--- src/rtl/frame_src_arbiter_if.sv ---
// Frame beat bundle: one valid/ready handshake carrying data plus
// start/end-of-frame and start/end-of-line markers.
interface frame_src_arbiter_if #(
    parameter int DATA_WIDTH = 24
) ();
    logic                  frm_val;
    logic                  frm_rdy;
    logic [DATA_WIDTH-1:0] frm_data;
    logic                  frm_sof;
    logic                  frm_eof;
    logic                  frm_sol;
    logic                  frm_eol;

    modport master (
        output frm_val, frm_data, frm_sof, frm_eof, frm_sol, frm_eol,
        input  frm_rdy
    );

    modport slave (
        input  frm_val, frm_data, frm_sof, frm_eof, frm_sol, frm_eol,
        output frm_rdy
    );
endinterface

--- src/rtl/frame_src_arbiter.sv ---
// Two-source frame arbiter: grants the downstream pipe for whole frames,
// round-robin between sources, flushes orphan beats and checks line count.
module frame_src_arbiter #(
    parameter int DATA_WIDTH = 24,
    parameter int CNT_WIDTH  = 16
) (
    input  logic                 clk,
    input  logic                 rst,
    input  logic [11:0]          cfg_img_h,
    input  logic [1:0]           cfg_src_en,
    input  logic                 err_clr,
    frame_src_arbiter_if.slave   m0,
    frame_src_arbiter_if.slave   m1,
    frame_src_arbiter_if.master  s,
    output logic                 sts_busy,
    output logic                 sts_grant,
    output logic [CNT_WIDTH-1:0] sts_frm_cnt,
    output logic [CNT_WIDTH-1:0] sts_drop_cnt,
    output logic                 sts_err_lines,
    output logic                 sts_err_sof
);

    typedef enum logic {
        ST_IDLE = 1'b0,
        ST_PASS = 1'b1
    } state_t;

    state_t                state_reg, state_next;
    logic                  grant_reg, grant_next;
    logic                  rr_last_reg, rr_last_next;
    logic                  first_reg, first_next;
    logic [11:0]           line_cnt_reg, line_cnt_next;
    logic [CNT_WIDTH-1:0]  frm_cnt_reg, frm_cnt_next;
    logic [CNT_WIDTH-1:0]  drop_cnt_reg, drop_cnt_next;
    logic                  err_lines_reg, err_lines_next;
    logic                  err_sof_reg, err_sof_next;

    logic [1:0]            src_val, src_sof, src_eof, src_sol, src_eol;
    logic [1:0]            src_req, src_flush, src_rdy;
    logic [DATA_WIDTH-1:0] src_data [2];

    logic                  pass;
    logic                  beat_xfer;
    logic [11:0]           line_sum;
    logic                  set_err_lines, set_err_sof;

    assign src_val     = {m1.frm_val, m0.frm_val};
    assign src_sof     = {m1.frm_sof, m0.frm_sof};
    assign src_eof     = {m1.frm_eof, m0.frm_eof};
    assign src_sol     = {m1.frm_sol, m0.frm_sol};
    assign src_eol     = {m1.frm_eol, m0.frm_eol};
    assign src_data[0] = m0.frm_data;
    assign src_data[1] = m1.frm_data;
    assign m0.frm_rdy  = src_rdy[0];
    assign m1.frm_rdy  = src_rdy[1];

    assign pass = (state_reg == ST_PASS);

    // Handshakes are suppressed while reset is held so no beat is consumed
    // by a cycle whose effect is about to be discarded.
    generate
        for (genvar gi = 0; gi < 2; gi++) begin : g_src
            assign src_req[gi]   = cfg_src_en[gi] & src_val[gi] & src_sof[gi];
            assign src_flush[gi] = ~rst & ~pass & cfg_src_en[gi] & src_val[gi] & ~src_sof[gi];
            assign src_rdy[gi]   = src_flush[gi] |
                                   (~rst & pass & (grant_reg == 1'(gi)) & s.frm_rdy);
        end
    endgenerate

    assign s.frm_val  = ~rst & pass & src_val[grant_reg];
    assign s.frm_data = pass ? src_data[grant_reg] : '0;
    assign s.frm_sof  = pass & src_sof[grant_reg];
    assign s.frm_eof  = pass & src_eof[grant_reg];
    assign s.frm_sol  = pass & src_sol[grant_reg];
    assign s.frm_eol  = pass & src_eol[grant_reg];

    assign beat_xfer = pass & src_val[grant_reg] & s.frm_rdy;
    assign line_sum  = line_cnt_reg + 12'(src_eol[grant_reg]);

    always_comb begin
        state_next    = state_reg;
        grant_next    = grant_reg;
        rr_last_next  = rr_last_reg;
        first_next    = first_reg;
        line_cnt_next = line_cnt_reg;
        frm_cnt_next  = frm_cnt_reg;
        drop_cnt_next = drop_cnt_reg + CNT_WIDTH'(src_flush[0]) + CNT_WIDTH'(src_flush[1]);
        set_err_lines = 1'b0;
        set_err_sof   = 1'b0;

        case (state_reg)
            ST_IDLE: begin
                if (|src_req) begin
                    state_next = ST_PASS;
                    grant_next = (&src_req) ? ~rr_last_reg : src_req[1];
                    first_next = 1'b1;
                end
            end
            ST_PASS: begin
                if (beat_xfer) begin
                    first_next = 1'b0;
                    if (src_sof[grant_reg] && !first_reg) begin
                        set_err_sof = 1'b1;
                    end
                    if (src_eof[grant_reg]) begin
                        set_err_lines = (line_sum != cfg_img_h);
                        line_cnt_next = '0;
                        frm_cnt_next  = frm_cnt_reg + 1'b1;
                        rr_last_next  = grant_reg;
                        state_next    = ST_IDLE;
                    end else if (src_eol[grant_reg]) begin
                        line_cnt_next = line_sum;
                    end
                end
            end
            default: state_next = ST_IDLE;
        endcase

        // A fresh error in the same cycle as a clear must survive.
        err_lines_next = set_err_lines | (err_lines_reg & ~err_clr);
        err_sof_next   = set_err_sof   | (err_sof_reg   & ~err_clr);
    end

    always_ff @(posedge clk) begin
        if (rst) begin
            state_reg     <= ST_IDLE;
            grant_reg     <= 1'b0;
            rr_last_reg   <= 1'b1;
            first_reg     <= 1'b0;
            line_cnt_reg  <= '0;
            frm_cnt_reg   <= '0;
            drop_cnt_reg  <= '0;
            err_lines_reg <= 1'b0;
            err_sof_reg   <= 1'b0;
        end else begin
            state_reg     <= state_next;
            grant_reg     <= grant_next;
            rr_last_reg   <= rr_last_next;
            first_reg     <= first_next;
            line_cnt_reg  <= line_cnt_next;
            frm_cnt_reg   <= frm_cnt_next;
            drop_cnt_reg  <= drop_cnt_next;
            err_lines_reg <= err_lines_next;
            err_sof_reg   <= err_sof_next;
        end
    end

    assign sts_busy      = pass;
    assign sts_grant     = grant_reg;
    assign sts_frm_cnt   = frm_cnt_reg;
    assign sts_drop_cnt  = drop_cnt_reg;
    assign sts_err_lines = err_lines_reg;
    assign sts_err_sof   = err_sof_reg;

endmodule

--- src/flat_wrapper.sv ---
// flat-port wrapper written by rule: the top's interface ports become plain ports
module frame_src_arbiter_flat 
#(
    parameter int DATA_WIDTH = 24,
    parameter int CNT_WIDTH  = 16
)
  (clk, rst, cfg_img_h, cfg_src_en, err_clr, sts_busy, sts_grant, sts_frm_cnt, sts_drop_cnt, sts_err_lines, sts_err_sof, m0_frm_val, m0_frm_data, m0_frm_sof, m0_frm_eof, m0_frm_sol, m0_frm_eol, m0_frm_rdy, m1_frm_val, m1_frm_data, m1_frm_sof, m1_frm_eof, m1_frm_sol, m1_frm_eol, m1_frm_rdy, s_frm_val, s_frm_data, s_frm_sof, s_frm_eof, s_frm_sol, s_frm_eol, s_frm_rdy);
  frame_src_arbiter_if #(.DATA_WIDTH(DATA_WIDTH)) m0_i ();
  frame_src_arbiter_if #(.DATA_WIDTH(DATA_WIDTH)) m1_i ();
  frame_src_arbiter_if #(.DATA_WIDTH(DATA_WIDTH)) s_i ();
  input  logic clk;
  input  logic rst;
  input  logic [11:0] cfg_img_h;
  input  logic [1:0] cfg_src_en;
  input  logic err_clr;
  output logic sts_busy;
  output logic sts_grant;
  output logic [CNT_WIDTH-1:0] sts_frm_cnt;
  output logic [CNT_WIDTH-1:0] sts_drop_cnt;
  output logic sts_err_lines;
  output logic sts_err_sof;
  input wire logic [$bits(m0_i.frm_val)-1:0] m0_frm_val;
  input wire logic [$bits(m0_i.frm_data)-1:0] m0_frm_data;
  input wire logic [$bits(m0_i.frm_sof)-1:0] m0_frm_sof;
  input wire logic [$bits(m0_i.frm_eof)-1:0] m0_frm_eof;
  input wire logic [$bits(m0_i.frm_sol)-1:0] m0_frm_sol;
  input wire logic [$bits(m0_i.frm_eol)-1:0] m0_frm_eol;
  output wire logic [$bits(m0_i.frm_rdy)-1:0] m0_frm_rdy;
  input wire logic [$bits(m1_i.frm_val)-1:0] m1_frm_val;
  input wire logic [$bits(m1_i.frm_data)-1:0] m1_frm_data;
  input wire logic [$bits(m1_i.frm_sof)-1:0] m1_frm_sof;
  input wire logic [$bits(m1_i.frm_eof)-1:0] m1_frm_eof;
  input wire logic [$bits(m1_i.frm_sol)-1:0] m1_frm_sol;
  input wire logic [$bits(m1_i.frm_eol)-1:0] m1_frm_eol;
  output wire logic [$bits(m1_i.frm_rdy)-1:0] m1_frm_rdy;
  output wire logic [$bits(s_i.frm_val)-1:0] s_frm_val;
  output wire logic [$bits(s_i.frm_data)-1:0] s_frm_data;
  output wire logic [$bits(s_i.frm_sof)-1:0] s_frm_sof;
  output wire logic [$bits(s_i.frm_eof)-1:0] s_frm_eof;
  output wire logic [$bits(s_i.frm_sol)-1:0] s_frm_sol;
  output wire logic [$bits(s_i.frm_eol)-1:0] s_frm_eol;
  input wire logic [$bits(s_i.frm_rdy)-1:0] s_frm_rdy;
  assign m0_i.frm_val = m0_frm_val;
  assign m0_i.frm_data = m0_frm_data;
  assign m0_i.frm_sof = m0_frm_sof;
  assign m0_i.frm_eof = m0_frm_eof;
  assign m0_i.frm_sol = m0_frm_sol;
  assign m0_i.frm_eol = m0_frm_eol;
  assign m0_frm_rdy = m0_i.frm_rdy;
  assign m1_i.frm_val = m1_frm_val;
  assign m1_i.frm_data = m1_frm_data;
  assign m1_i.frm_sof = m1_frm_sof;
  assign m1_i.frm_eof = m1_frm_eof;
  assign m1_i.frm_sol = m1_frm_sol;
  assign m1_i.frm_eol = m1_frm_eol;
  assign m1_frm_rdy = m1_i.frm_rdy;
  assign s_frm_val = s_i.frm_val;
  assign s_frm_data = s_i.frm_data;
  assign s_frm_sof = s_i.frm_sof;
  assign s_frm_eof = s_i.frm_eof;
  assign s_frm_sol = s_i.frm_sol;
  assign s_frm_eol = s_i.frm_eol;
  assign s_i.frm_rdy = s_frm_rdy;
  frame_src_arbiter #(.DATA_WIDTH(DATA_WIDTH), .CNT_WIDTH(CNT_WIDTH)) u_core (.clk(clk), .rst(rst), .cfg_img_h(cfg_img_h), .cfg_src_en(cfg_src_en), .err_clr(err_clr), .m0(m0_i), .m1(m1_i), .s(s_i), .sts_busy(sts_busy), .sts_grant(sts_grant), .sts_frm_cnt(sts_frm_cnt), .sts_drop_cnt(sts_drop_cnt), .sts_err_lines(sts_err_lines), .sts_err_sof(sts_err_sof));
endmodule
--- config.mk ---
export PLATFORM = sky130hd
export DESIGN_NAME = frame_src_arbiter_flat
export DESIGN_NICKNAME = d
export VERILOG_FILES = /design/src/rtl/frame_src_arbiter_if.sv /design/src/rtl/frame_src_arbiter.sv /design/src/flat_wrapper.sv
export SDC_FILE = /design/constraint.sdc
export NUM_CORES = 1
export LEC_CHECK = 0
export ABC_AREA = 1
export ABC_CLOCK_PERIOD_IN_PS = 8400
export BUFFER_PORTS_ARGS = -buffer_cell sky130_fd_sc_hd__buf_2
export CORE_UTILIZATION = 30
export DETAILED_ROUTE_END_ITERATION = 10
export HOLD_SLACK_MARGIN = 0.03
export PLACE_DENSITY = 0.63
export SLEW_MARGIN = 15
export SYNTH_ARGS = -nofsm -noshare
export SYNTH_HDL_FRONTEND = slang
export SYNTH_SLANG_ARGS = --single-unit
--- constraint.sdc ---
create_clock -name clk -period 8.4 [get_ports clk]
set_clock_uncertainty 0.2 [all_clocks]
set_input_delay 2.1 -clock clk [delete_from_list [all_inputs] [get_ports clk]]
set_output_delay 2.1 -clock clk [all_outputs]
set_load 0.01 [all_outputs]
==> metrics.md, run 1 <==
| Metric | Value |
|---|---|
| TritonCTS Buffers | 5 |
| Synth area leader | dfxtp_1 |
| Initial antenna violation count | 0 |
| Die area | 10900 sq um |
| Vias in the first global route | 3438 |
| Worst Hold Class | register to register |
| Comb pwr share | 16.2% |
| Clk buf depth | 2 |
| Critical path type | input port to output port |
| Power Dens Cells | 115 nW/um^2 |
| Reg2Reg Setup Slack | 5270 ps |
| Critical path cell sequence | buf_2 -> inv_1 -> nand2_1 -> nor3_1 -> o21bai_1 -> buf_2 |
| Antenna cell count | 0 |
| DR pass1 iterations | 4 |
| Total grt overflow | 0 |
| Crit start category | input port |
| RSZ-0062 raised after global routing | false |
| Buf+Inv Stages, Crit Path | 3 |
| Net Sw Frac | 27.6% |
| Die width | 105 um |
| Psw | 0.000128 W |
| IO Count | 143 |
| Hold Path Sink | u_core.first_reg |
| Initial Utilization | 30.7% |
| Min cycle time layout | 5500 ps |
| CTS tree | built |
| Die height | 105 um |
| Max stage delay on crit path | 270 ps |
| Post-CTS Setup Bufs | 0 |
| Slew Viols, Final | 0 |
| CP Data Arrival Time | 3200 ps |
| Post-synth top area share | 31.8% |
| Total Wirelength | 9040 um |
| Reg-to-Reg End | u_core.sts_drop_cnt[14] |
| Cell area after synthesis | 3150 sq um |
| Clock Pin Slew Worst Setup and Hold Paths | 90 ps |
| R2R depth | 13 |
| Instance area after placement | 3970 sq um |
| Synth Instances | 501 |
| Top cells by area, synth | dfxtp_1 (32%), nand2_1 (14%), nor2_1 (12%) |
| Worst slew margin | 47.2% |
| Inst Count DP | 766 |
| Root Driver | clkbuf_8 |
| Total area of sequential cells | 1000 sq um |
| Clock latency on the worst-skew pair | 300 ps |
| Area growth syn-to-layout | 28.9% |
| Clock sinks | 50 |
| MaxCap Viol Count | 0 |
| LEAKAGE | 1.92 nW |
| F_max | 182 MHz |
| NumNets Final | 718 |
| Row cnt | 37 |
| Synth Flop Type | dfxtp_1 |
| PostCTS Resize Cnt | 0 |
| CP max-delay cell | buf_2 |
| Final hold vios | 0 |
| Hold path cells | 2 |
| Crit Reg-Reg Startpoint | u_core.sts_busy |
| Status | finished, final reports clean |
| Drt drc | 0 |
| Top post-synthesis cells by count | nand2_1 (117), nor2_1 (97), dfxtp_1 (50) |
| Worst EP required | 6100 ps |
| Pint | 0.000337 W |
| Largest net degree at the start of global routing | 34 |
| Vias per cell | 4.66 |
| Most frequent cell after synthesis | nand2_1 |
| Share of layout cells above drive strength 1 | 28.1% |
| Critical path's top delay family | buffers and inverters |
| Part of the power in registers | 52.2% |
| Post-Syn Area per Cell | 6.29 sq um |
| Non-filler cells, final | 774 |
| Register area share after synthesis | 31.8% |
| Fill count | 1108 |
| Hold_sp | u_core.first_reg |
| Detail Route Antenna Nets | 0 |
| Synth warnings | 0 |
| Critical Path Fanout Max | 28 |
| Ys async rst share | 0% |
| Via count | 3608 |
| Synth unique cells | 40 |
| Iter 0 DRT Violations | 153 |
| CP endpoint kind | output port |
| Fin Setup TNS | 0 ps |
| Crit share post-route | 65.4% |
| Port-buffer cells | 142 |
| Peak supply drop | 0.104 mV |
| Worst Tran Pin Value | 790 ps |
| Routed WL per cell | 11.7 um |
| Global Route Usage Sum | 16.5% |
| Synth Net Count | 582 |
| RePlAce Congestion | 0.871 |
| Post-route cell area | 4060 sq um |
| Endpoints failing setup | 0 |
| Area of the multi-input gates | 1870 sq um |
| Crit path top cell by count | buf_2 |
| Post-CTS Hold Fix Bufs | 0 |
| Core footprint | 10300 sq um |
| Detail Placement HPWL | 7000 um |
| Clock share of power | 31.6% |
| EDFF count, synth | 0 |
| H-tree depth | 2 |
| Synth Register Bits | 50 |
| First-pass GRT wire length | 15200 um |
tightest hold or removal path, delay by kind of cell, from the launching register on:
kind	cells	cell delay, ps
flops	1	320
simple gates	1	60
compound gates	1	50
kinds of logic after synthesis:
logic type / share of synthesized area [%]
compound gates: 14.8
xor+xnor: 1.95
fa+ha+maj: 2.22
buf+inv: 8.81
flops: 31.8
simple gates: 40.4
placed cells by master (no fill, tap or decap), drive strengths merged, types with 2 or more instances in the layout:
master and count:
dfxtp 50, buf 144, nor3 13, xor2 3, a21oi 34, inv 53
nor3b 3, nand2 120, o21ai 47, nor2 106, clkbuf 6, nand4 5
xnor2 4, ha 4, nand3 27, nand3b 6, o21bai 2
area by class of cell:
cell class              count  share of cell area, %
multi-input cells         383                   46.1
clock buffers               6                   2.03
repair buffers            144                   17.9
inverters                  53                   4.90
clock inverters             2                  0.308
well taps                 136                   4.19
flip-flops and latches     50                   24.6
power groups by stage:
stage                     combinational (W)  sequential [W]  clock (W)
after CTS                         0.0000758        0.000243   0.000152
after global placement            0.0000737        0.000249          0
after global routing              0.0000845        0.000244   0.000162
after floorplan                   0.0000409        0.000247          0
after detailed placement          0.0000754        0.000249          0
final                             0.0000755        0.000243   0.000147
layer usage:
| metal | GRT usage, % | routed length, um |
|---|---|---|
| met5 | 0 | 0 |
| met1 | 21.0 | 4330 |
| met3 | 3.20 | 322 |
| met2 | 28.6 | 4320 |
| met4 | 3.88 | 72 |
how the worst max path moves through the flow:
| stage | start | to | slack (ps) | cells after the start |
|---|---|---|---|---|
| 6_report | rst | m1_frm_rdy | 2900 | 6 |
| 5_1_grt | rst | m1_frm_rdy | 2780 | 6 |
| 3_5_place_dp | rst | m1_frm_rdy | 2910 | 6 |
| 3_3_place_gp | rst | m1_frm_rdy | 2920 | 6 |
| 2_1_floorplan | rst | m1_frm_rdy | 3180 | 5 |
| 4_1_cts | rst | m1_frm_rdy | 2910 | 6 |
stage by stage:
step           hold WS [ps]  worst slack [ps]  total power [W]  util (%)
6_report                275              2900         0.000466      39.5
5_1_grt                 306              2780         0.000491      39.5
4_1_cts                 280              2910         0.000471      39.5
3_5_place_dp            264              2910         0.000324      38.6
3_3_place_gp            254              2920         0.000322      38.6
2_1_floorplan           241              3180         0.000288         -
No activity file was read; power rests on OpenSTA's default activity.
==> inputs of run 2 (changes only) <==
- ABC_CLOCK_PERIOD_IN_PS: 8400 -> 5500
- clock period: 8.4 -> 5.5 ns (I/O delays scaled with it)
==> run 2 against run 1 <==
Die area unchanged; final cell count stayed put; routed wire length down 2.9%; core utilization barely moved; first-iteration DRC count fell by 21%; largest cell class unchanged; critical endpoint unchanged; register-to-register slack got worse by 2800 ps; critical path type unchanged; non-clock buffer count is the same; count of clock-buffer cells in the layout grew 1; highest routed layer unchanged; sequential share of layout area about the same; worst hold slack better by 0.57 ps; design area barely moved.
==> metrics.md, run 2 (synthesized netlist as in run 1, its figures left out) <==
| Metric | Value |
|---|---|
| Pint | 0.000516 W |
| CP Data Arrival Time | 2430 ps |
| Clock sinks | 50 |
| Net Sw Frac | 27.1% |
| Peak supply drop | 0.118 mV |
| Comb pwr share | 16.2% |
| Clock share of power | 31.3% |
| PostCTS Resize Cnt | 0 |
| Largest net degree at the start of global routing | 34 |
| Final hold vios | 0 |
| Initial Utilization | 30.7% |
| Post-route cell area | 4060 sq um |
| Detail Route Antenna Nets | 0 |
| CP max-delay cell | buf_2 |
| Crit path top cell by count | buf_2 |
| Part of the power in registers | 52.5% |
| Routed WL per cell | 11.3 um |
| CP endpoint kind | output port |
| Iter 0 DRT Violations | 121 |
| Crit start category | input port |
| Row cnt | 37 |
| Total Wirelength | 8780 um |
| Share of layout cells above drive strength 1 | 27.9% |
| Worst Tran Pin Value | 769 ps |
| Most frequent cells in the layout | buf_2 (142), nand2_1 (117), nor2_1 (97), dfxtp_1 (50), inv_1 (47) |
| Status | finished, final reports clean |
| RePlAce Congestion | 0.830 |
| Drt drc | 0 |
| Critical path type | input port to output port |
| Port-buffer cells | 142 |
| Worst slew margin | 48.7% |
| GR Util met1 | 20.5% |
| Die height | 105 um |
| Antenna cell count | 0 |
| Worst Hold Class | register to register |
| CTS tree | built |
| H-tree depth | 2 |
| Root Driver | clkbuf_8 |
| Critical path cell sequence | buf_2 -> inv_1 -> nand2_1 -> nor3_1 -> o21bai_1 -> buf_2 |
| Most common cell after layout, fill and taps aside | buf_2 |
| Fin Setup TNS | 0 ps |
| Power Dens Cells | 174 nW/um^2 |
| Total grt overflow | 0 |
| Clock Pin Slew Worst Setup and Hold Paths | 80 ps |
| First-pass GRT wire length | 14600 um |
| Core footprint | 10300 sq um |
| Post-CTS Hold Fix Bufs | 0 |
| MaxCap Viol Count | 0 |
| Detail Placement HPWL | 6850 um |
| Initial antenna violation count | 0 |
| Post-CTS Setup Bufs | 0 |
| Critical Path Fanout Max | 28 |
| LEAKAGE | 1.92 nW |
| Vias in the first global route | 3238 |
| Clock latency on the worst-skew pair | 300 ps |
| TritonCTS Buffers | 5 |
| IO Count | 143 |
| Die width | 105 um |
| Die area | 10900 sq um |
| Via count | 3584 |
| Vias per cell | 4.63 |
| Area growth syn-to-layout | 28.8% |
| Max stage delay on crit path | 270 ps |
| Met2 usage | 26.8% |
| Slew Viols, Final | 0 |
| NumNets Final | 718 |
| F_max | 250 MHz |
| Crit share post-route | 72.8% |
| GRT Max-Usage Layer | met2 |
| Instance area after placement | 3970 sq um |
| Psw | 0.000192 W |
| Min cycle time layout | 4010 ps |
| Endpoints failing setup | 0 |
| Met3 usage | 3.45% |
| Worst EP required | 3920 ps |
| DR pass1 iterations | 4 |
| Global Route Usage Sum | 16.1% |
| RSZ-0062 raised after global routing | false |
| Clk buf depth | 2 |
| Final Core Density | 39.5% |
[run 2: cell count changes in the layout (fill, tap and decap cells not counted)]
cell        change
clkbuf_1        +1
clkinvlp_4      -1
[run 2: layout make-up]
type / count / area [sq um]
Sequential cell: 50 / 1000
Timing Repair Buffer: 144 / 726
Fill cell: 1146 / 6220
Inverter: 53 / 199
Clock inverter: 1 / 5.00
Tap cell: 136 / 170
Clock buffer: 7 / 86.3
Multi-Input combinational cell: 383 / 1870
[run 2: layer usage]
layer,vias up,share of wire [%],routed length [um]
met2,88,47,4140
met5,-,0,0
li1,1881,-,-
met1,1600,45,3980
met4,0,1.8,157
met3,15,5.6,493
[run 2: final timing paths]
path                     from                   end  slack (ps)  cells after the start
max                       rst            m1_frm_rdy        1490                      6
max reg2reg  u_core.sts_grant  u_core.sts_err_lines        2470                     17
min reg2reg  u_core.first_reg      u_core.first_reg         280                      2
min          u_core.first_reg      u_core.first_reg         280                      2
[run 2: metrics by stage]
stage	setup WS [ps]	hold WS, ps	std cells	power (W)
finish	1490	275	774	0.000707
global route	1340	294	774	0.000749
CTS	1480	273	774	0.000718
detailed placement	1490	258	766	0.000495
global placement	1490	253	766	0.000492
floorplan	1730	241	501	0.000440
[run 2: power by group through the flow]
stage	logic [W]	clock network [W]	registers, W
after floorplan	0.0000624	0	0.000378
after global placement	0.000113	0	0.000379
after detailed placement	0.000115	0	0.000380
after CTS	0.000116	0.000231	0.000371
after global routing	0.000129	0.000247	0.000373
final	0.000115	0.000221	0.000371
[run 2: critical path: cells and delay by family]
| family | cells | cell delay, ps |
|---|---|---|
| buffers and inverters | 3 | 560 |
| and+or+nand+nor | 2 | 320 |
| AOI/OAI and AO/OA | 1 | 160 |
==> inputs of run 3 (changes only) <==
- ABC_CLOCK_PERIOD_IN_PS: 5500 -> 3210
- PLACE_DENSITY: 0.63 -> 0.65
- clock period: 5.5 -> 3.21 ns (I/O delays scaled with it)
==> run 3 against run 2 <==
Largest cell class unchanged; global-route usage is 0.81 points higher; combinational power is 82% higher; critical path type is now input port to register; die area unchanged; non-clock buffer count up 4; final cell count is 0.52% higher.
==> metrics.md, run 3 (synthesized netlist as in run 1, its figures left out) <==
| Metric | Value |
|---|---|
| Port-buffer cells | 142 |
| Detail Route Antenna Nets | 0 |
| CTS tree | built |
| Fill count | 1109 |
| Endpoints failing setup | 0 |
| Power Dens Cells | 302 nW/um^2 |
| Peak supply drop | 0.166 mV |
| Via count | 3591 |
| Crit Reg-Reg Startpoint | u_core.sts_grant |
| H-tree depth | 2 |
| Vias in the first global route | 3327 |
| Worst Tran Pin Value | 510 ps |
| Min cycle time layout | 2730 ps |
| Clock sinks | 50 |
| TritonCTS Buffers | 5 |
| Comb pwr share | 16.9% |
| Hold_sp | u_core.first_reg |
| Critical Path Fanout Max | 4 |
| Fin Setup TNS | 0 ps |
| Psw | 0.000348 W |
| PostCTS Resize Cnt | 0 |
| Crit share post-route | 85.1% |
| RSZ-0062 raised after global routing | false |
| Share of layout cells above drive strength 1 | 28.5% |
| Total Wirelength | 9190 um |
| Status | finished, final reports clean |
| Initial Utilization | 30.7% |
| Row cnt | 37 |
| Clock share of power | 32.2% |
| Final hold vios | 0 |
| Antenna cell count | 0 |
| Hold Path Sink | u_core.first_reg |
| Die height | 105 um |
| Post-CTS Hold Fix Bufs | 0 |
| Most frequent cells in the layout | buf_2 (142), nand2_1 (117), nor2_1 (97), dfxtp_1 (50), inv_1 (47) |
| CP endpoint kind | register |
| Worst EP required | 3200 ps |
| Core footprint | 10300 sq um |
| Instance area after placement | 4000 sq um |
| Root Driver | clkbuf_8 |
| Routed WL per cell | 11.8 um |
| Tot Pwr | 0.00124 W |
| LEAKAGE | 1.95 nW |
| Most common cell after layout, fill and taps aside | buf_2 |
| RePlAce Congestion | 0.870 |
| F_max | 366 MHz |
| Total grt overflow | 0 |
| R2R depth | 17 |
| Die area | 10900 sq um |
| Area growth syn-to-layout | 30.1% |
| Slew Viols, Final | 0 |
| Area of the multi-input gates | 1870 sq um |
| Pint | 0.000890 W |
| First-pass GRT wire length | 15300 um |
| Drt drc | 0 |
| Post-route cell area | 4100 sq um |
| NumNets Final | 722 |
| Die width | 105 um |
| Largest net degree at the start of global routing | 30 |
| Reg2Reg Setup Slack | 660 ps |
| Net Sw Frac | 28.1% |
| Iter 0 DRT Violations | 159 |
| Total area of sequential cells | 1000 sq um |
| CP Data Arrival Time | 2720 ps |
| MaxCap Viol Count | 0 |
| Clk buf depth | 2 |
| Worst slew margin | 66.0% |
| Vias per cell | 4.62 |
| Reg-to-Reg End | u_core.sts_err_lines |
| Detail Placement HPWL | 7300 um |
| Clock Pin Slew Worst Setup and Hold Paths | 90 ps |
| Crit start category | input port |
| Worst Hold Class | register to register |
| Part of the power in registers | 50.9% |
| Global Route Usage Sum | 16.9% |
| Clock latency on the worst-skew pair | 310 ps |
| Hold path cells | 2 |
| Post-CTS Setup Bufs | 0 |
| Initial antenna violation count | 0 |
| DR pass1 iterations | 4 |
| Critical path type | input port to register |
| IO Count | 143 |
run 3: cell count changes in the layout (fill, tap and decap cells not counted):
| cell | change |
|---|---|
| clkinv_2 | -1 |
| clkbuf_1 | -1 |
| buf_4 | +4 |
| clkinv_4 | +2 |
run 3: area by class of cell:
cell class	instances	area share (%)
clock buffer	6	2.01
clock inverter	2	0.427
inverter	53	4.85
multi-input combinational	383	45.7
sequential	50	24.4
tap	136	4.15
timing repair buffer	148	18.4
run 3: per-stage QoR:
step | cells | utilization [%] | hold slack, ps | setup slack (ps)
floorplan | 501 | - | 241 | 186
global placement | 770 | 38.9 | 248 | 184
detailed placement | 770 | 38.9 | 261 | 111
CTS | 778 | 39.9 | 275 | 444
global route | 778 | 39.9 | 311 | 125
finish | 778 | 39.9 | 269 | 479
run 3: power by group through the flow:
stage	Sequential [W]	Clock, W	Combinational (W)
2_1_floorplan	0.000647	0	0.000107
3_3_place_gp	0.000645	0	0.000205
3_5_place_dp	0.000645	0	0.000209
4_1_cts	0.000630	0.000417	0.000209
5_1_grt	0.000632	0.000441	0.000233
6_report	0.000630	0.000399	0.000209
run 3: how the worst max path moves through the flow:
stage / from / endpoint / slack (ps) / cells past startpoint
floorplan: rst / u_core.sts_drop_cnt[14] / 190 / 14
global placement: rst / u_core.sts_drop_cnt[14] / 180 / 14
detailed placement: rst / u_core.sts_drop_cnt[14] / 110 / 14
CTS: rst / u_core.sts_drop_cnt[14] / 440 / 14
global route: rst / u_core.sts_drop_cnt[14] / 120 / 14
finish: rst / u_core.sts_drop_cnt[14] / 480 / 14
run 3: metal layers:
metal  vias to the layer above  GRT usage, %  part of all wire, %
li1                       1888             -                    -
met1                      1619          20.6                   45
met2                        74          29.7                   49
met3                        10          4.14                  5.1
met4                         0          3.57                 0.79
met5                         -             0                    0
run 3: worst max-delay path: stages:
cell and delay, ps:
buf_2 120, inv_1 70, nand2_1 70, nor3_1 250, fa_1 280, ha_1 190
nand2_1 60, inv_1 70, nand2_1 100, nor3_2 150, nand4_1 170, nor3_1 210
xnor2_1 140, nor2_1 50
